===== src/rtl/msrv32_fetch_queue.sv =====
// Instruction fetch stage for msrv32: sequential PC generation, single-outstanding
// instruction memory requests, and a small PC/instruction FIFO feeding decode.
module msrv32_fetch_queue #(
    parameter int unsigned DEPTH    = 2,
    parameter logic [31:0] RESET_PC = 32'h0000_0000
) (
    input  logic        ms_riscv32_mp_clk_in,
    input  logic        ms_riscv32_mp_rst_in,
    input  logic        redirect_in,
    input  logic [31:0] redirect_pc_in,
    input  logic        stall_in,
    output logic [31:0] ms_riscv32_mp_imaddr_out,
    output logic        ms_riscv32_mp_imreq_out,
    input  logic        ms_riscv32_mp_instr_hready_in,
    input  logic [31:0] ms_riscv32_mp_instr_in,
    output logic [31:0] instr_out,
    output logic [31:0] pc_out,
    output logic        flush_out
);

    localparam int unsigned PTR_W = $clog2(DEPTH);
    localparam int unsigned CNT_W = PTR_W + 1;
    localparam logic [CNT_W-1:0] DEPTH_C = CNT_W'(DEPTH);
    localparam logic [31:0] NOP = 32'h0000_0013;

    localparam logic [1:0] ST_BOOT  = 2'd0;
    localparam logic [1:0] ST_FETCH = 2'd1;
    localparam logic [1:0] ST_HOLD  = 2'd2;

    logic [1:0]       state, state_next;
    logic [31:0]      fetch_pc, fetch_pc_next;
    logic [31:0]      resp_pc;
    logic             outstanding;
    logic             drop;
    logic [PTR_W-1:0] wr_ptr, rd_ptr;
    logic [CNT_W-1:0] count, count_next;
    logic [CNT_W-1:0] occupancy, occupancy_next;
    logic [31:0]      instr_mem [DEPTH];
    logic [31:0]      pc_mem    [DEPTH];
    logic             empty;
    logic             accept;
    logic             push;
    logic             pop;
    logic [31:0]      redirect_pc_aligned;
    logic             unused_pc_bits;

    assign redirect_pc_aligned = {redirect_pc_in[31:2], 2'b00};
    assign unused_pc_bits      = ^redirect_pc_in[1:0];

    assign empty     = (count == '0);
    // The in-flight word reserves a slot, so a response can never find the FIFO full.
    assign occupancy = count + CNT_W'(outstanding);

    assign ms_riscv32_mp_imreq_out  = (state == ST_FETCH) && (occupancy < DEPTH_C);
    assign ms_riscv32_mp_imaddr_out = fetch_pc;

    assign accept = ms_riscv32_mp_imreq_out & ms_riscv32_mp_instr_hready_in;
    assign push   = outstanding & ~drop & ~redirect_in;
    assign pop    = ~empty & ~stall_in & ~redirect_in;

    // NOTE: every always_comb output gets a default first so no path leaves it unassigned (no latch).
    always_comb begin
        count_next = count;
        if (redirect_in) begin
            count_next = '0;
        end else begin
            case ({push, pop})
                2'b10:   count_next = count + CNT_W'(1);
                2'b01:   count_next = count - CNT_W'(1);
                default: count_next = count;
            endcase
        end
    end

    assign occupancy_next = count_next + CNT_W'(accept);

    always_comb begin
        state_next = state;
        if (redirect_in || (state == ST_BOOT)) begin
            state_next = ST_FETCH;
        end else if (occupancy_next >= DEPTH_C) begin
            state_next = ST_HOLD;
        end else begin
            state_next = ST_FETCH;
        end
    end

    always_comb begin
        fetch_pc_next = fetch_pc;
        if (redirect_in) begin
            fetch_pc_next = redirect_pc_aligned;
        end else if (accept) begin
            fetch_pc_next = fetch_pc + 32'd4;
        end
    end

    // NOTE: sequential state uses non-blocking assignments so every flop samples pre-edge values.
    always_ff @(posedge ms_riscv32_mp_clk_in or negedge ms_riscv32_mp_rst_in) begin
        if (!ms_riscv32_mp_rst_in) begin
            state       <= ST_BOOT;
            fetch_pc    <= RESET_PC;
            resp_pc     <= RESET_PC;
            outstanding <= 1'b0;
            drop        <= 1'b0;
            wr_ptr      <= '0;
            rd_ptr      <= '0;
            count       <= '0;
        end else begin
            state       <= state_next;
            fetch_pc    <= fetch_pc_next;
            outstanding <= accept;
            // Only a request accepted alongside a redirect belongs to the discarded stream.
            drop        <= redirect_in & accept;
            count       <= count_next;
            if (accept) begin
                resp_pc <= fetch_pc;
            end
            if (redirect_in) begin
                wr_ptr <= '0;
                rd_ptr <= '0;
            end else begin
                if (push) begin
                    wr_ptr <= wr_ptr + PTR_W'(1);
                end
                if (pop) begin
                    rd_ptr <= rd_ptr + PTR_W'(1);
                end
            end
        end
    end

    // NOTE: FIFO storage is not reset; count alone decides which entries are valid.
    always_ff @(posedge ms_riscv32_mp_clk_in) begin
        if (push) begin
            instr_mem[wr_ptr] <= ms_riscv32_mp_instr_in;
            pc_mem[wr_ptr]    <= resp_pc;
        end
    end

    assign flush_out = empty | redirect_in;
    assign instr_out = empty ? NOP : instr_mem[rd_ptr];
    assign pc_out    = empty ? fetch_pc : pc_mem[rd_ptr];

endmodule

===== config.mk =====
export PLATFORM = sky130hd
export DESIGN_NAME = msrv32_fetch_queue
export DESIGN_NICKNAME = d
export VERILOG_FILES = /design/src/rtl/msrv32_fetch_queue.sv
export SDC_FILE = /design/constraint.sdc
export NUM_CORES = 1
export LEC_CHECK = 0
export BUFFER_PORTS_ARGS = -buffer_cell sky130_fd_sc_hd__buf_2
export CORE_MARGIN = 5
export CORE_UTILIZATION = 40
export CTS_CLUSTER_DIAMETER = 100
export CTS_CLUSTER_SIZE = 28
export DETAILED_ROUTE_END_ITERATION = 8
export GPL_ROUTABILITY_DRIVEN = 0
export SYNTH_ARGS = -nofsm -noshare
export SYNTH_HDL_FRONTEND = slang
export SYNTH_SLANG_ARGS = --single-unit

===== constraint.sdc =====
create_clock -name ms_riscv32_mp_clk_in -period 4.3 [get_ports ms_riscv32_mp_clk_in]
set_clock_uncertainty 0.05 [all_clocks]
set_input_delay 0.43 -clock ms_riscv32_mp_clk_in [delete_from_list [all_inputs] [get_ports ms_riscv32_mp_clk_in]]
set_output_delay 0.43 -clock ms_riscv32_mp_clk_in [all_outputs]
set_load 0.02 [all_outputs]

# Word-level counts from Yosys, hierarchy flattened
# Memories as Yosys holds them, arrays and structs flattened.
# Cells that the tools add are included.
[word_totals]
regBits = 72
ram_bits = 128
wordCells = 54
n_memories = 2
[classes]
add_sub_neg = 7
order_cmp = 2
n_eq_ne = 3
muxes = 14
bitwise_logic = 11
n_reduce_logical = 7
[mem_list]
columns = ["name", "depth", "word_bits", "rd", "rd_clocked_by_memory_dff", "wr", "line_no", "source"]
rows = [
  ["instr_mem", 2, 32, 1, 0, 1, "38", "logic [31:0] instr_mem [DEPTH];"],
  ["pc_mem", 2, 32, 1, 0, 1, "39", "logic [31:0] pc_mem [DEPTH];"],
]
[op_table]
columns = ["cell", "count"]
rows = [
  ["two-way mux 32 bit", 4],
  ["adder 32 x 3 -> 32 bit, second input constant", 1],
  ["AND 1 bit", 6],
  ["two-way mux 1 bit", 6],
  ["two-way mux 2 bit", 3],
  ["nonzero test 2 bit", 3],
  ["adder 2 x 1 -> 2 bit", 2],
  ["equality test 2 x 1 -> 1 bit, second input constant", 2],
  ["zero test 2 bit", 2],
  ["inverter 1 bit", 4],
  ["one-hot mux 2 bit (2 select lines)", 1],
  ["adder 1 bit, second input constant", 2],
  ["adder 2 x 1 -> 2 bit, second input constant", 1],
  ["equality test 2 bit, second input constant", 1],
  ["greater-or-equal comparator 2 bit, second input constant", 1],
  ["< comparator 2 bit, second input constant", 1],
  ["subtractor 2 x 1 -> 2 bit, second input constant", 1],
  ["logical AND 1 bit", 1],
  ["logical OR 1 bit", 1],
  ["OR 1 bit", 1],
]

# Logic depth before layout (Yosys ltp)
# Gate-level depths: netlist (run 1).
[depth]
ltp_word = 11
mapped_depth = 9
depth_no_buf = 9

# Least setup slack after synthesis (run 1)
# OpenSTA, ideal clock, no wires.
[synth_timing]
path_kind = "input port to flip-flop"
start = "in redirect_in"
end = "mem instr_mem[0][0], enable pin"
setup_ns = 0.482
arrival_ns = 3.235
required_ns = 3.768
setup_slack_ns = 0.533
stages = 3
path_buffers = 0
cell_sequence = "clkinv_1 nand2_1 nor2_1"
[synth_via]
elab_chain_len = 4
[synth_rtl]
columns = ["element", "line_no", "source"]
rows = [
  ["start: declaration", "9", "input logic redirect_in,"],
  ["inverter 1 bit", "58", "assign push = outstanding & ~drop & ~redirect_in;"],
  ["AND 1 bit", "58", ""],
  ["two-way mux 1 bit", "134", "if (push) begin"],
  ["two-way mux 1 bit (not written as such)", "135", "instr_mem[wr_ptr] <= ms_riscv32_mp_instr_in;"],
  ["end: declaration", "38", ""],
]
# Every way passes these cells.

# Final worst setup path (run 1)
[layout_timing]
start = "reg count[0]"
end = "out pc_out[13]"
[layout_via]
elab_chain_len = 2
[layout_rtl]
columns = ["element", "line_no", "source"]
rows = [
  ["start: declaration", "36", "logic [CNT_W-1:0] count, count_next;"],
  ["start signal: assignment", "114", "count <= count_next;"],
  ["zero test 2 bit", "50", "assign empty = (count == '0);"],
  ["two-way mux 32 bit", "142", "assign pc_out = empty ? fetch_pc : pc_mem[rd_ptr];"],
  ["end: declaration", "17", "output logic [31:0] pc_out,"],
]
# Every way passes these cells.

==> impl_metrics.env, run 1 <==
export IMPL_cp_required_ns=3.82
export IMPL_timing_fmax_ghz=0.345
export IMPL_synth_most_common_cell="nand2_1"
export IMPL_drc=0
export IMPL_finalCritPeriodShare_pct=67.4
export IMPL_io_pins=167
export IMPL_whs_ns=0.0989
export IMPL_drive_above_1_share_pct=26.1
export IMPL_synth_cell_types=39
export IMPL_die_w_um=152
export IMPL_final_util_pct=49.4
export IMPL_numClockSinks=192
export IMPL_p_leak_uw=0.00388
export IMPL_crit_family="simple AND/OR/NAND/NOR gates"
export IMPL_netlist_instances=656
export IMPL_postSynth_asyncResetShare_pct=35.4
export IMPL_met1_length_um=8940
export IMPL_htreeDepth=4
export IMPL_clock_latency_ns=0.42
export IMPL_dpl_hpwl_um=12700
export IMPL_num_vias=5433
export IMPL_synth_commonest_cells="nand2_1, edfxtp_1, dfrtp_1"
export IMPL_track_usage_pct=16.8
export IMPL_relSlewSlack_pct=38.2
export IMPL_synth_area_um2=8050
export IMPL_fin_setup_tns_ns=0
export IMPL_max_cap_violations=0
export IMPL_synth_edff_count=124
export IMPL_worstPathArrival_ns=2.42
export IMPL_die_area_um2=23000
export IMPL_yosysTopAreaCell="edfxtp_1"
export IMPL_ctsResizeCount=0
export IMPL_dr_max_layer_used="met4"
export IMPL_seq_area_frac_synth_pct=67.4
export IMPL_cp_slowest_cell="nor2_4"
export IMPL_finalInstanceArea_um2=9700
export IMPL_regArea_um2=5430
export IMPL_min_period_ns=2.90
export IMPL_multiInputGateArea_um2=2450
export IMPL_die_y_um=152
export IMPL_design_core_area_um2=19700
export IMPL_cts_clk_slew_worst_paths_ns=0.07
export IMPL_slew_violations=0
export IMPL_cts_buffers=17
export IMPL_worstPathCellList="nor2_4 -> buf_12 -> nand2_1 -> o21ai_0 -> buf_2"
export IMPL_post_place_ws_ns=1.75
export IMPL_postCtsSetupBuffers=0
export IMPL_ys_warn_count=0
export IMPL_fillers=1838
export IMPL_wl_met2_um=8980
export IMPL_vdd_drop_max_mv=0.290
export IMPL_cts_tree="built"
export IMPL_grt_ovfl_total=0
export IMPL_synthTopCellsByArea="edfxtp_1, dfrtp_1, mux2i_1, nand2_1, o21ai_0"
export IMPL_worst_hold_path_type="in -> async"
export IMPL_initial_utilization_pct=40.9
export IMPL_synth_seq_cells=192
export IMPL_hold_viol=0
export IMPL_postRouteWirelength_um=19200
export IMPL_placed_area_um2=9130
export IMPL_nNetsFinal=878
export IMPL_criticalPathCategory="reg -> out"
export IMPL_io_buffers=160
export IMPL_num_rows=51
export IMPL_via_per_inst=5.00
export IMPL_postSynthAreaPerCell_um2=12.3
export IMPL_met3WireLength_um=1040
export IMPL_critPathMaxStageDelay_ns=0.70
export IMPL_grt_pass1_wl_um=30700
export IMPL_drt_iter0_markers=299
export IMPL_grt_max_degree=69
export IMPL_first_global_vias=5667
export IMPL_holdBufCountCts=0
export IMPL_area_growth_pct=20.6
export IMPL_yosysTopAreaCellShare_pct=46.3
export IMPL_path_max_fanout=57
export IMPL_end_kind="output pin"
export IMPL_rsz0062_at_grt="false"
export IMPL_setup_viol=0
export IMPL_root_buffer="clkbuf_16"
export IMPL_critPathBufInv=2
export IMPL_powerDensity_nw_per_um2=634
export IMPL_clock_tree_buffer_depth=2
export IMPL_worst_slew_pin_slew_ns=0.927
export IMPL_setup_slack_ns=1.40
export IMPL_status="completed"
export IMPL_ant_nets=0
export IMPL_startpoint_type="flop"
export IMPL_drt_pass1_iterations=4
export IMPL_wl_per_cell_um=17.7
export IMPL_synth_ff_type="edfxtp_1"
export IMPL_grt_antenna_before_repair=0
stage by stage:
step	total power (µW)	cells
2_1_floorplan	3980	659
3_3_place_gp	4650	1053
3_5_place_dp	4720	1053
4_1_cts	6230	1085
5_1_grt	6520	1085
6_report	6150	1086
per-layer routing:
metal  GRT usage [%]  vias up
met5               0        -
met4            4.79        0
met3            4.29       26
met2            26.8      169
met1            23.0     2630
li1                -     2608
final cells by class:
type                       count  share of cell area, %
inverter                       7                  0.271
timing repair buffer         168                   9.16
tap                          265                   3.42
sequential                   192                   56.0
clock inverter                 9                  0.838
multi-input combinational    421                   25.3
clock buffer                  23                   5.03
antenna                        1                 0.0258
kinds of logic (layout without fill, tap and decap cells):
group | count (synthesis) | in the layout | synth area share, %
adder cells (fa/ha/maj) | 2 | 2 | 0.311
multiplexers | 65 | 65 | 8.12
XOR/XNOR | 32 | 32 | 3.48
AND/OR/NAND/NOR | 244 | 244 | 13.5
AO/OA/AOI/OAI | 74 | 74 | 4.76
other | 1 | 5 | 0.0466
buffers and inverters | 46 | 207 | 2.39
flip-flops | 192 | 192 | 67.4
layout by cell type (no fill, tap or decap), types with 5 or more instances in the layout:
cell type | synthesis | final
buf_2 | 3 | 159
nand2_1 | 147 | 147
edfxtp_1 | 124 | 124
o21ai_0 | 67 | 67
dfrtp_1 | 68 | 67
mux2i_1 | 63 | 63
nor2_1 | 41 | 39
xnor2_1 | 28 | 28
clkbuf_16 | 0 | 17
nor3_1 | 11 | 11
nand3_1 | 8 | 8
nor4_1 | 8 | 8
buf_4 | 4 | 7
inv_1 | 6 | 6
nand4_1 | 6 | 6
or3_1 | 5 | 5
report_power, final:
part / leakage (µW) / internal, µW / switching, µW
clock: 0.000280 / 859 / 647
sequential: 0.00197 / 2430 / 296
combinational: 0.00163 / 626 / 1290
total: 0.00388 / 3920 / 2230
path summary, 6_finish.rpt:
check	startpoint	end	slack, ns	depth (start not counted)
setup / recovery	count[0]$_DFF_PN0_	pc_out[13]	1.40	5
hold / removal	ms_riscv32_mp_rst_in	ms_riscv32_mp_imaddr_out[17]$_DFFE_PN0N_	0.1	1
setup reg to reg	ms_riscv32_mp_imaddr_out[9]$_DFFE_PN0N_	ms_riscv32_mp_imaddr_out[31]$_DFFE_PN0N_	1.73	5
hold reg to reg	resp_pc[17]$_DFFE_PN0P_	pc_mem[1][17]$_DFFE_PP_	0.42	0
max in group asynchronous	ms_riscv32_mp_rst_in	rd_ptr$_DFFE_PN0P_	3.40	1
min in group ms_riscv32_mp_clk_in	ms_riscv32_mp_instr_in[10]	instr_mem[1][10]$_DFFE_PP_	0.15	1
registers in the layout (all words and copies together), names as in the netlist:
signal,flops
state,2
rd_ptr,1
wr_ptr,1
count,2
drop,1
ms_riscv32_mp_imaddr_out,30
resp_pc,30
instr_mem,64
outstanding,1
pc_mem,60
worst register-to-register path, delay by kind of cell (launching register included):
kind,cells,cell delay (ns)
AND/OR/NAND/NOR,4,1.82
flip-flops,1,0.47
AO/OA/AOI/OAI,1,0.16
Note: power is estimated with default switching activity, not from simulation.
==> run 2: changes to the inputs <==
clock period = 2.5 ns   (was 4.3 ns; I/O delays follow)
==> run 2 against run 1 <==
  * Worst hold slack worse by 0.080 ns
  * Critical path depth increased by 1
  * Combinational power up 89%
  * First-iteration DRC count up 16%
  * Highest routed layer is now met5
  * Critical endpoint is now pc_out[23]
  * Sequential power is 68% higher
  * Sequential cell count stayed put
  * Critical path type unchanged
  * Power increased by 72%
  * Utilization increased by 3.3 points
  * Die area is the same
  * Via count up 4.9%
==> impl_metrics.env, run 2 (synthesis results as in run 1) <==
export IMPL_status="completed"
export IMPL_worst_slew_pin_slew_ns=0.583
export IMPL_track_usage_pct=17.1
export IMPL_slew_violations=0
export IMPL_hold_viol=0
export IMPL_final_common_cell="buf_2"
export IMPL_die_w_um=152
export IMPL_numClockSinks=192
export IMPL_max_cap_violations=0
export IMPL_dp_cells=1068
export IMPL_die_y_um=152
export IMPL_die_area_um2=23000
export IMPL_relSlewSlack_pct=61.1
export IMPL_drive_above_1_share_pct=25.3
export IMPL_cts_clk_slew_worst_paths_ns=0.06
export IMPL_via_per_inst=4.93
export IMPL_powerDensity_nw_per_um2=1020
export IMPL_worstPathArrival_ns=1.97
export IMPL_num_rows=51
export IMPL_postRouteWirelength_um=19800
export IMPL_p_leak_uw=0.00415
export IMPL_nNetsFinal=950
export IMPL_startpoint_type="flop"
export IMPL_num_antenna_cells=0
export IMPL_first_global_vias=5787
export IMPL_ant_nets=0
export IMPL_wl_per_cell_um=17.1
export IMPL_clock_tree_buffer_depth=2
export IMPL_design_core_area_um2=19700
export IMPL_grt_max_degree=68
export IMPL_grt_ovfl_total=0
export IMPL_timing_fmax_ghz=0.441
export IMPL_dpl_hpwl_um=13100
export IMPL_regMostFlops="instr_mem"
export IMPL_drc=0
export IMPL_htreeDepth=4
export IMPL_root_buffer="clkbuf_16"
export IMPL_placed_area_um2=9260
export IMPL_finalCritPeriodShare_pct=90.8
export IMPL_setup_viol=0
export IMPL_r2r_worst_path_cells=5
export IMPL_whs_path_depth=3
export IMPL_initial_utilization_pct=40.9
export IMPL_ctsResizeCount=0
export IMPL_io_pins=167
export IMPL_finalInstanceArea_um2=10300
export IMPL_drt_pass1_iterations=5
export IMPL_grt_antenna_before_repair=1
export IMPL_worst_hold_path_type="in -> reg"
export IMPL_cts_tree="built"
export IMPL_criticalPathCategory="reg -> out"
export IMPL_fin_setup_tns_ns=0
export IMPL_vdd_drop_max_mv=0.577
export IMPL_drt_iter0_markers=348
export IMPL_min_period_ns=2.27
export IMPL_grt_pass1_wl_um=31700
export IMPL_rsz0062_at_grt="false"
export IMPL_layout_common_cells="buf_2, nand2_1, edfxtp_1, o21ai_0, dfrtp_1"
export IMPL_largest_reg_flops=64
export IMPL_num_vias=5700
export IMPL_reg_top3="instr_mem x64, pc_mem x60"
export IMPL_whs_ns=0.0189
export IMPL_path_max_fanout=67
export IMPL_clock_latency_ns=0.43
export IMPL_io_buffers=160
export IMPL_power_uw=10600
export IMPL_final_cells=1156
export IMPL_end_kind="output pin"
export IMPL_area_growth_pct=28.6
export IMPL_cp_required_ns=2.20
export IMPL_cts_buffers=17
-- run 2: where the power goes --
group,internal [µW],switching (µW)
combinational,1260,2360
clock,1250,1110
sequential,4190,407
total,6700,3880
-- run 2: final cells by class --
class,instances,area (µm²)
clock buffer,20,437
clock inverter,11,70.1
fill,1728,9310
inverter,7,26.3
multi-input combinational,421,2450
sequential,192,5430
tap,265,332
timing repair buffer,240,1590
-- run 2: critical path, cell delays in order, from the launching register on --
cell     delay, ns
dfrtp_1       0.45
buf_4         0.19
nor2_4        0.13
buf_12        0.28
nand2_1       0.09
o21ai_0       0.16
buf_2         0.24
-- run 2: timing repair --
item,in CTS,in global routing
setup endpoints to repair,0,17
endpoints found under the hold margin,120,0
setup buffers,0,1
hold buffers,56,0
-- run 2: final timing paths --
path | to | startpoint | slack [ns]
min in group asynchronous | resp_pc[18]$_DFFE_PN0P_ | ms_riscv32_mp_rst_in | 0.27
hold / removal | ms_riscv32_mp_imaddr_out[2]$_DFFE_PN0N_ | redirect_pc_in[2] | 0.02
setup / recovery | pc_out[23] | count[0]$_DFF_PN0_ | 0.23
setup reg to reg | ms_riscv32_mp_imaddr_out[31]$_DFFE_PN0N_ | ms_riscv32_mp_imaddr_out[5]$_DFFE_PN0N_ | 0.26
hold reg to reg | pc_mem[1][21]$_DFFE_PP_ | resp_pc[21]$_DFFE_PN0P_ | 0.42
max in group asynchronous | ms_riscv32_mp_imaddr_out[30]$_DFFE_PN0N_ | ms_riscv32_mp_rst_in | 1.47
-- run 2: stage by stage --
step | util [%] | setup slack (ns)
after floorplan | - | 0.0747
after global placement | 47.1 | 0.326
after detailed placement | 47.1 | 0.272
after CTS | 52.5 | 0.0190
after global routing | 52.6 | 0.0951
final | 52.6 | 0.230
-- run 2: per-layer routing --
metal / up-vias / GRT usage [%] / share of wire [%] / wire, µm
li1: 2750 / - / - / -
met1: 2770 / 23.3 / 46 / 9030
met2: 163 / 27.5 / 48 / 9530
met3: 15 / 4.54 / 5.4 / 1080
met4: 2 / 4.11 / 0.86 / 170
met5: - / 0 / 0.066 / 13
==> run 3: changes to the inputs <==
ABC_AREA = 1   (was not set)
==> run 3 against run 2 <==
  * Critical path type unchanged
  * Worst setup slack got worse by 0.086 ns
  * Fmax decreased by 3.7%
  * Count of clock-buffer cells in the layout decreased by 3
  * Sequential share of layout area decreased by 2.2 points
  * Global-route usage increased by 0.80 points
  * Die area increased by 5.9%
  * Register-to-register slack improved by 0.28 ns
  * Critical path depth decreased by 1
  * Power decreased by 16%
  * Combinational power decreased by 41%
  * Via count increased by 18%
  * Synthesized cell count increased by 35%
==> impl_metrics.env, run 3 <==
export IMPL_synth_seq_cells=192
export IMPL_fillers=1949
export IMPL_postSynth_asyncResetShare_pct=35.4
export IMPL_regMostFlops="instr_mem"
export IMPL_dp_cells=1297
export IMPL_finalCritPeriodShare_pct=94.2
export IMPL_wl_per_cell_um=15.5
export IMPL_worstPathCellList="nor2_4 -> buf_12 -> a21oi_1 -> a22oi_1 -> buf_2"
export IMPL_final_cells=1376
export IMPL_drive_above_1_share_pct=20.6
export IMPL_r2r_end="state[1]$_DFF_PN0_"
export IMPL_die_area_um2=24400
export IMPL_criticalPathCategory="reg -> out"
export IMPL_synth_ff_type="edfxtp_1"
export IMPL_path_max_fanout=89
export IMPL_yosysTopAreaCell="edfxtp_1"
export IMPL_via_per_inst=4.87
export IMPL_worst_hold_path_type="in -> reg"
export IMPL_reg2reg_slack_ns=0.54
export IMPL_synthTopCellsByArea="edfxtp_1, dfrtp_1, nand2_1, nand3_1, a21oi_1"
export IMPL_area_growth_pct=26.1
export IMPL_hold_viol=0
export IMPL_relSlewSlack_pct=56.0
export IMPL_dpl_hpwl_um=14100
export IMPL_synth_area_um2=8550
export IMPL_r2r_worst_path_cells=13
export IMPL_netlist_instances=888
export IMPL_initial_utilization_pct=40.7
export IMPL_synth_commonest_cells="nand2_1, edfxtp_1, nand3_1"
export IMPL_num_vias=6705
export IMPL_reg_top3="instr_mem x64, pc_mem x60"
export IMPL_io_pins=167
export IMPL_drc=0
export IMPL_startpoint_type="flop"
export IMPL_post_place_ws_ns=0.564
export IMPL_io_buffers=160
export IMPL_numClockSinks=192
export IMPL_grt_pass1_wl_um=34200
export IMPL_num_antenna_cells=0
export IMPL_vdd_drop_max_mv=0.468
export IMPL_end_kind="output pin"
export IMPL_final_common_cell="nand2_1"
export IMPL_cts_tree="built"
export IMPL_timing_fmax_ghz=0.424
export IMPL_crit_end="pc_out[12]"
export IMPL_p_leak_uw=0.00473
export IMPL_track_usage_pct=17.9
export IMPL_setup_slack_ns=0.144
export IMPL_slew_violations=0
export IMPL_synth_most_common_cell="nand2_1"
export IMPL_num_rows=53
export IMPL_design_core_area_um2=21000
export IMPL_drt_iter0_markers=382
export IMPL_placed_area_um2=9740
export IMPL_status="completed"
export IMPL_max_cap_violations=0
export IMPL_die_w_um=156
export IMPL_cts_buffers=17
export IMPL_root_buffer="clkbuf_16"
export IMPL_cp_required_ns=2.20
export IMPL_synth_cell_types=29
export IMPL_crit_start="count[0]$_DFF_PN0_"
export IMPL_postSynthAreaPerCell_um2=9.63
export IMPL_finalInstanceArea_um2=10800
export IMPL_cts_clk_slew_worst_paths_ns=0.08
export IMPL_layout_common_cells="nand2_1, buf_2, edfxtp_1, nand3_1, dfrtp_1"
export IMPL_powerDensity_nw_per_um2=827
export IMPL_postRouteWirelength_um=21300
export IMPL_ant_nets=0
export IMPL_worst_slew_pin_slew_ns=0.658
export IMPL_cp_slowest_cell="dfrtp_1"
export IMPL_clock_tree_buffer_depth=2
export IMPL_grt_antenna_before_repair=0
export IMPL_drt_pass1_iterations=5
export IMPL_critPathMaxStageDelay_ns=0.48
export IMPL_grt_max_degree=90
export IMPL_clock_latency_ns=0.43
export IMPL_nNetsFinal=1159
export IMPL_htreeDepth=4
export IMPL_seq_area_frac_synth_pct=63.4
export IMPL_yosysTopAreaCellShare_pct=43.5
export IMPL_first_global_vias=6501
export IMPL_worstPathArrival_ns=2.06
export IMPL_setup_viol=0
export IMPL_die_y_um=156
export IMPL_ys_warn_count=0
export IMPL_grt_ovfl_total=0
export IMPL_largest_reg_flops=64
export IMPL_synth_edff_count=124
export IMPL_rsz0062_at_grt="false"
export IMPL_whs_ns=0.0360
export IMPL_min_period_ns=2.36
export IMPL_r2r_start="count[0]$_DFF_PN0_"
[run 3: cell types whose count changed after synthesis, sizes merged, moves of 11 or more]
cell and change:
a21oi +59, buf +11, o21ai -30, nand3 +65, xnor2 -27, mux2i -63, nor2 +25, a22oi +28
nand2 +157, inv +59
[run 3: worst max-delay path, delay by kind of cell, from the launching register on]
kind	cells	cell delay, ns
flops	1	0.48
buf+inv	2	0.59
compound gates	2	0.35
simple gates	1	0.17
[run 3: what timing repair did]
action	in CTS	in global routing
setup endpoints to repair	0	0
gates resized for setup	0	0
hold buffers	47	0
hold endpoints to repair	146	0
setup buffers	0	0
[run 3: layout make-up]
type                            instances  area (µm²)  share of cell area (%)
Sequential cell                       192        5430                    50.3
Clock buffer                           17         425                    3.95
Tap cell                              275         344                    3.19
Timing Repair Buffer                  222        1500                    13.9
Multi-Input combinational cell        590        2690                    25.0
Clock inverter                         15         146                    1.36
Inverter                               65         249                    2.31
[run 3: stage by stage]
stage          util (%)  TNS (ns)  power [µW]
2_1_floorplan         -     -6.88        5540
3_3_place_gp       46.3         0        6290
3_5_place_dp       46.3         0        6340
4_1_cts            51.3         0        9010
5_1_grt            51.3         0        9400
6_report           51.3         0        8910
[run 3: logic make-up (layout without fill, tap and decap cells)]
family | Yosys count | after routing | share of synthesized area (%)
buffers and inverters | 109 | 319 | 5.57
adders and majority gates | 2 | 2 | 0.293
DFF | 192 | 192 | 63.4
xor gates and xnor gates | 4 | 4 | 0.410
and+or+nand+nor | 452 | 452 | 21.9
AOI/OAI and AO/OA | 128 | 128 | 8.32
other | 1 | 4 | 0.0438
[run 3: how the worst min path moves through the flow]
stage,slack (ns),start,cells past startpoint,to
floorplan,-0.1,ms_riscv32_mp_rst_in,0,count[0]$_DFF_PN0_
global placement,0.26,ms_riscv32_mp_rst_in,2,ms_riscv32_mp_imaddr_out[21]$_DFFE_PN0N_
detailed placement,0.26,ms_riscv32_mp_rst_in,2,ms_riscv32_mp_imaddr_out[21]$_DFFE_PN0N_
CTS,0.007,redirect_pc_in[8],3,ms_riscv32_mp_imaddr_out[8]$_DFFE_PN0N_
global route,0.03,redirect_pc_in[8],3,ms_riscv32_mp_imaddr_out[8]$_DFFE_PN0N_
finish,0.04,redirect_pc_in[8],3,ms_riscv32_mp_imaddr_out[8]$_DFFE_PN0N_
[run 3: power breakdown]
part	internal (µW)	switching [µW]	leakage (µW)
clock	1330	1280	0.000275
combinational	700	1440	0.00248
sequential	3880	296	0.00198
total	5900	3010	0.00473
[run 3: per-layer routing]
metal / wire (µm) / share of wire [%] / global-route usage (%)
met1: 9890 / 46 / 25.1
met2: 9780 / 46 / 28.6
met3: 1200 / 5.6 / 2.99
met4: 419 / 2.0 / 5.79
met5: 0 / 0 / 0
